<file path="src/rtl/encoder_4x2.sv">
// encoder_4x2: registered 4-to-2 priority encoder with idle and multi-hot flags.
// Requests y3..y0 are encoded highest-index-first and captured on the rising
// edge when en is high. valid marks a non-idle capture, and err marks a
// multi-hot capture. Reset is synchronous and active-high, and it overrides en.
module encoder_4x2 #(
  parameter bit HOLD_ON_IDLE = 1'b0
) (
  input  logic clk,
  input  logic rst,
  input  logic en,
  input  logic y3,
  input  logic y2,
  input  logic y1,
  input  logic y0,
  output logic a1,
  output logic a0,
  output logic valid,
  output logic err
);

  localparam int unsigned REQ_W  = 4;
  localparam int unsigned CODE_W = 2;
  localparam int unsigned CNT_W  = 3;

  logic [REQ_W-1:0]  req;
  logic [CODE_W-1:0] enc_code;
  logic [CODE_W-1:0] code_next;
  logic [CNT_W-1:0]  req_cnt;
  logic              valid_next;
  logic              err_next;

  assign req = {y3, y2, y1, y0};

  // Fixed-priority encode: highest set request index wins.
  always_comb begin
    enc_code = '0;
    if (req[3])      enc_code = CODE_W'(2'b11);
    else if (req[2]) enc_code = CODE_W'(2'b10);
    else if (req[1]) enc_code = CODE_W'(2'b01);
    else             enc_code = CODE_W'(2'b00);
  end

  // Population count of the request vector, used for the multi-hot flag.
  always_comb begin
    req_cnt = CNT_W'(req[0]) + CNT_W'(req[1]) + CNT_W'(req[2]) + CNT_W'(req[3]);
  end

  // Next-state values; on idle, the code either clears or keeps its last value.
  always_comb begin
    valid_next = |req;
    err_next   = (req_cnt >= CNT_W'(2));
    code_next  = enc_code;
    if (!valid_next) begin
      code_next = HOLD_ON_IDLE ? {a1, a0} : '0;
    end
  end

  // Output registers: reset beats enable, and enable gates the capture.
  always_ff @(posedge clk) begin
    if (rst) begin
      a1    <= 1'b0;
      a0    <= 1'b0;
      valid <= 1'b0;
      err   <= 1'b0;
    end else if (en) begin
      a1    <= code_next[1];
      a0    <= code_next[0];
      valid <= valid_next;
      err   <= err_next;
    end
  end

endmodule

</file>
<file path="config.mk">
export PLATFORM = sky130hd
export DESIGN_NAME = encoder_4x2
export DESIGN_NICKNAME = d
export VERILOG_FILES = /design/src/rtl/encoder_4x2.sv
export SDC_FILE = /design/constraint.sdc
export NUM_CORES = 1
export LEC_CHECK = 0
export BUFFER_PORTS_ARGS = -buffer_cell sky130_fd_sc_hd__buf_2
export CAP_MARGIN = 20
export CORE_AREA = 5 5 42 44
export DETAILED_ROUTE_END_ITERATION = 8
export DIE_AREA = 0 0 47 49
export SETUP_SLACK_MARGIN = 0.02
export SLEW_MARGIN = 20
export SYNTH_ARGS = -nofsm -noshare
export SYNTH_HDL_FRONTEND = slang
export SYNTH_SLANG_ARGS = --single-unit
</file>
<file path="constraint.sdc">
create_clock -name clk -period 1.6 [get_ports clk]
set_input_delay 0.16 -clock clk [delete_from_list [all_inputs] [get_ports clk]]
set_output_delay 0.16 -clock clk [all_outputs]
set_load 0.03 [all_outputs]
</file>
==> impl_results.md <==
- Setup violators final: 0
- Startpoint Class: input port
- Reg area: 80.08 um2
- Post-route cell area: 291.5 um2
- CTS Buffer Depth: 2
- WP data required: 1.74 ns
- Post-route clock period utilization: 63.02%
- Overflow after GRT: 0
- Syn Inst Count: 23
- IO buf count: 10
- Drt first pass iters: 3
- Leading area contributor after synthesis: dfxtp_1
- Clock Sink Count: 4
- Routed WL per cell: 8.745 um
- Final Skew: 0 ns
- R2R Path Start: a0$_SDFFE_PP0P_
- Dpl cells: 48
- Initial antenna violation count: 0
- Syn Nets: 32
- CTS Buf Count: 3
- Via density: 3.647
- FMAX: 991.8 MHz
- Clock latency at the later pin of the worst-skew pair: 0.23 ns
- CP Data Arrival Time: 1.15 ns
- Fraction of layout cells with a size suffix above 1: 40.00%
- Reg2Reg Depth: 2
- Area contributors post-synth: dfxtp_1 39%, fa_1 9.7%, nor2_1 9.1%, a311oi_1 8.5%, a211oi_1 7.3%
- Area Growth Syn to Fin: 41.21%
- Min-Delay Startpoint: rst
- Final Non-Filler Cells: 51
- Largest net degree at the start of global routing: 9
- Flops & latches, synth: 4
- Die height: 49 um
- Period minus WS final: 1.008 ns
- Worst Setup EP: err$_SDFFE_PP0P_
- Root cell of the clock tree: clkbuf_4
- CTS tree: done
- Final WL: 446 um
- Post-CTS Resized: 0
- Cell Area, Synth: 206.4 um2
- Post-Place Setup Slack: 0.3447 ns
- R2R Setup Slk: 0.93 ns
- Leak: 0.1439 nW
- Site row count: 14
- Setup TNS: 0 ns
- Final Hold Viols: 0
- Slew HR: 87.50%
- Vias in the first global route: 196
- Nets: 46
- Final HPWL from detailed placement: 373.6 um
- Capturing point of the worst reg2reg path: a0$_SDFFE_PP0P_
- Unique cell type count in the Yosys netlist: 12
- Post-synth top area share: 38.79%
- Crit Path Max Fanout: 3
- Hold/Removal Path Class: input port to flop
- RSZ-0062 raised after global routing: no
- Die width: 47 um
- Vias: 186
- PwrDens: 1002 nW/um2
- Die area: 2303 um2
- Post-CTS Setup Bufs: 0
- Setup ws final: 0.5917 ns
- First-pass GRT wire length: 772 um
- Starting Density: 14.73%
- Post-Syn Area per Cell: 8.976 um2
- Slew at the pin closest to its max-slew limit: 0.1862 ns
- DRC: 0
- Antenna-violating nets left: 0
- Status: completed
- Clock-pin slew on the worst setup and hold paths: 0.04 ns
- Io pins: 11
- Max Slew Vio Count: 0
- Peak VDD IR: 0.1772 mV
- Core area: 1401 um2
- Maxcap violations: 0
- H-tree depth: 1
- Synth warn: 0
- GP Congestion: 0.6967
- Crit. Startpoint: y3
- Critical path class: input port to flop
- Layout fillers: 165
- Post-synthesis sequential area ratio: 38.79%
- GR Util All Layers: 5.426%
- Drt initial violations: 1
- Hold-fix buffers, CTS: 0
- Post-place instance area: 269.0 um2
- Worst Setup End Kind: flop
- Antenna diodes: 0
- Area of the multi-input gates: 107.6 um2
through the flow:
| stage | utilization [%] | power, mW | hold WS (ns) |
|---|---|---|---|
| finish | 20.80 | 0.2920 | 0.1423 |
| floorplan | - | 0.1517 | 0.2321 |
| global route | 20.80 | 0.3121 | 0.1592 |
| detailed placement | 19.20 | 0.1712 | 0.3802 |
| global placement | 19.20 | 0.1700 | 0.3772 |
| CTS | 20.80 | 0.3017 | 0.1298 |
cell type report:
cell class                 instances  area share [%]
clock buffer                       3           7.725
inverter                           3           3.863
multi-input combinational         15           36.91
sequential                         4           27.47
tap                               16           6.867
timing repair buffer              10           17.17
worst max-delay path: stages:
cell      delay, ns
buf_2          0.10
inv_1          0.07
fa_1           0.45
nand2b_1       0.14
a311oi_1       0.24
power by group:
| group | leakage (nW) | switching, mW | internal (mW) |
|---|---|---|---|
| clock network | 0.0138 | 0.0394 | 0.0838 |
| registers | 0.0334 | 0.00350 | 0.108 |
| logic | 0.0967 | 0.0357 | 0.0214 |
| total | 0.144 | 0.0785 | 0.213 |
layer usage:
layer	routed length, um	GRT usage (%)	vias to the layer above
met1	217	5.947	76
met4	0	9.677	0
met5	0	0	-
met2	160	4.751	10
met3	68	2.952	0
li1	-	-	100
flip-flops by register name, summed over array words and instances, names as in the netlist:
register  flops
a1            1
a0            1
valid         1
err           1
worst min-delay path by stage:
stage | endpoint | slack [ns] | cells past startpoint
3_3_place_gp | a0$_SDFFE_PP0P_ | 0.38 | 2
6_report | err$_SDFFE_PP0P_ | 0.14 | 2
5_1_grt | err$_SDFFE_PP0P_ | 0.16 | 2
3_5_place_dp | a0$_SDFFE_PP0P_ | 0.38 | 2
4_1_cts | a0$_SDFFE_PP0P_ | 0.13 | 2
2_1_floorplan | a0$_SDFFE_PP0P_ | 0.23 | 1
kinds of logic (layout without fill, tap and decap cells):
family	after synthesis	after routing	share of synthesized area [%]
buffers and inverters	4	16	9.092
AOI/OAI and AO/OA	5	5	18.18
and+or+nand+nor	8	8	18.18
DFF	4	4	38.79
adders and majority gates	2	2	15.76
layout by cell type, fill, tap and decap left out, types with 2 or more instances in the layout:
master    count
inv_1         3
dfxtp_1       4
a211oi_1      2
a311oi_1      2
nor2_1        5
clkbuf_4      3
buf_2        10
cell usage after synthesis:
cell type / number
a311oi_1: 2
inv_1: 3
dfxtp_1: 4
buf_4: 1
o21ai_0: 1
nor2_1: 5
nand2b_1: 1
ha_1: 1
fa_1: 1
nand2_1: 1
a211oi_1: 2
nand2b_2: 1
Note: power is estimated with default switching activity, not from simulation.
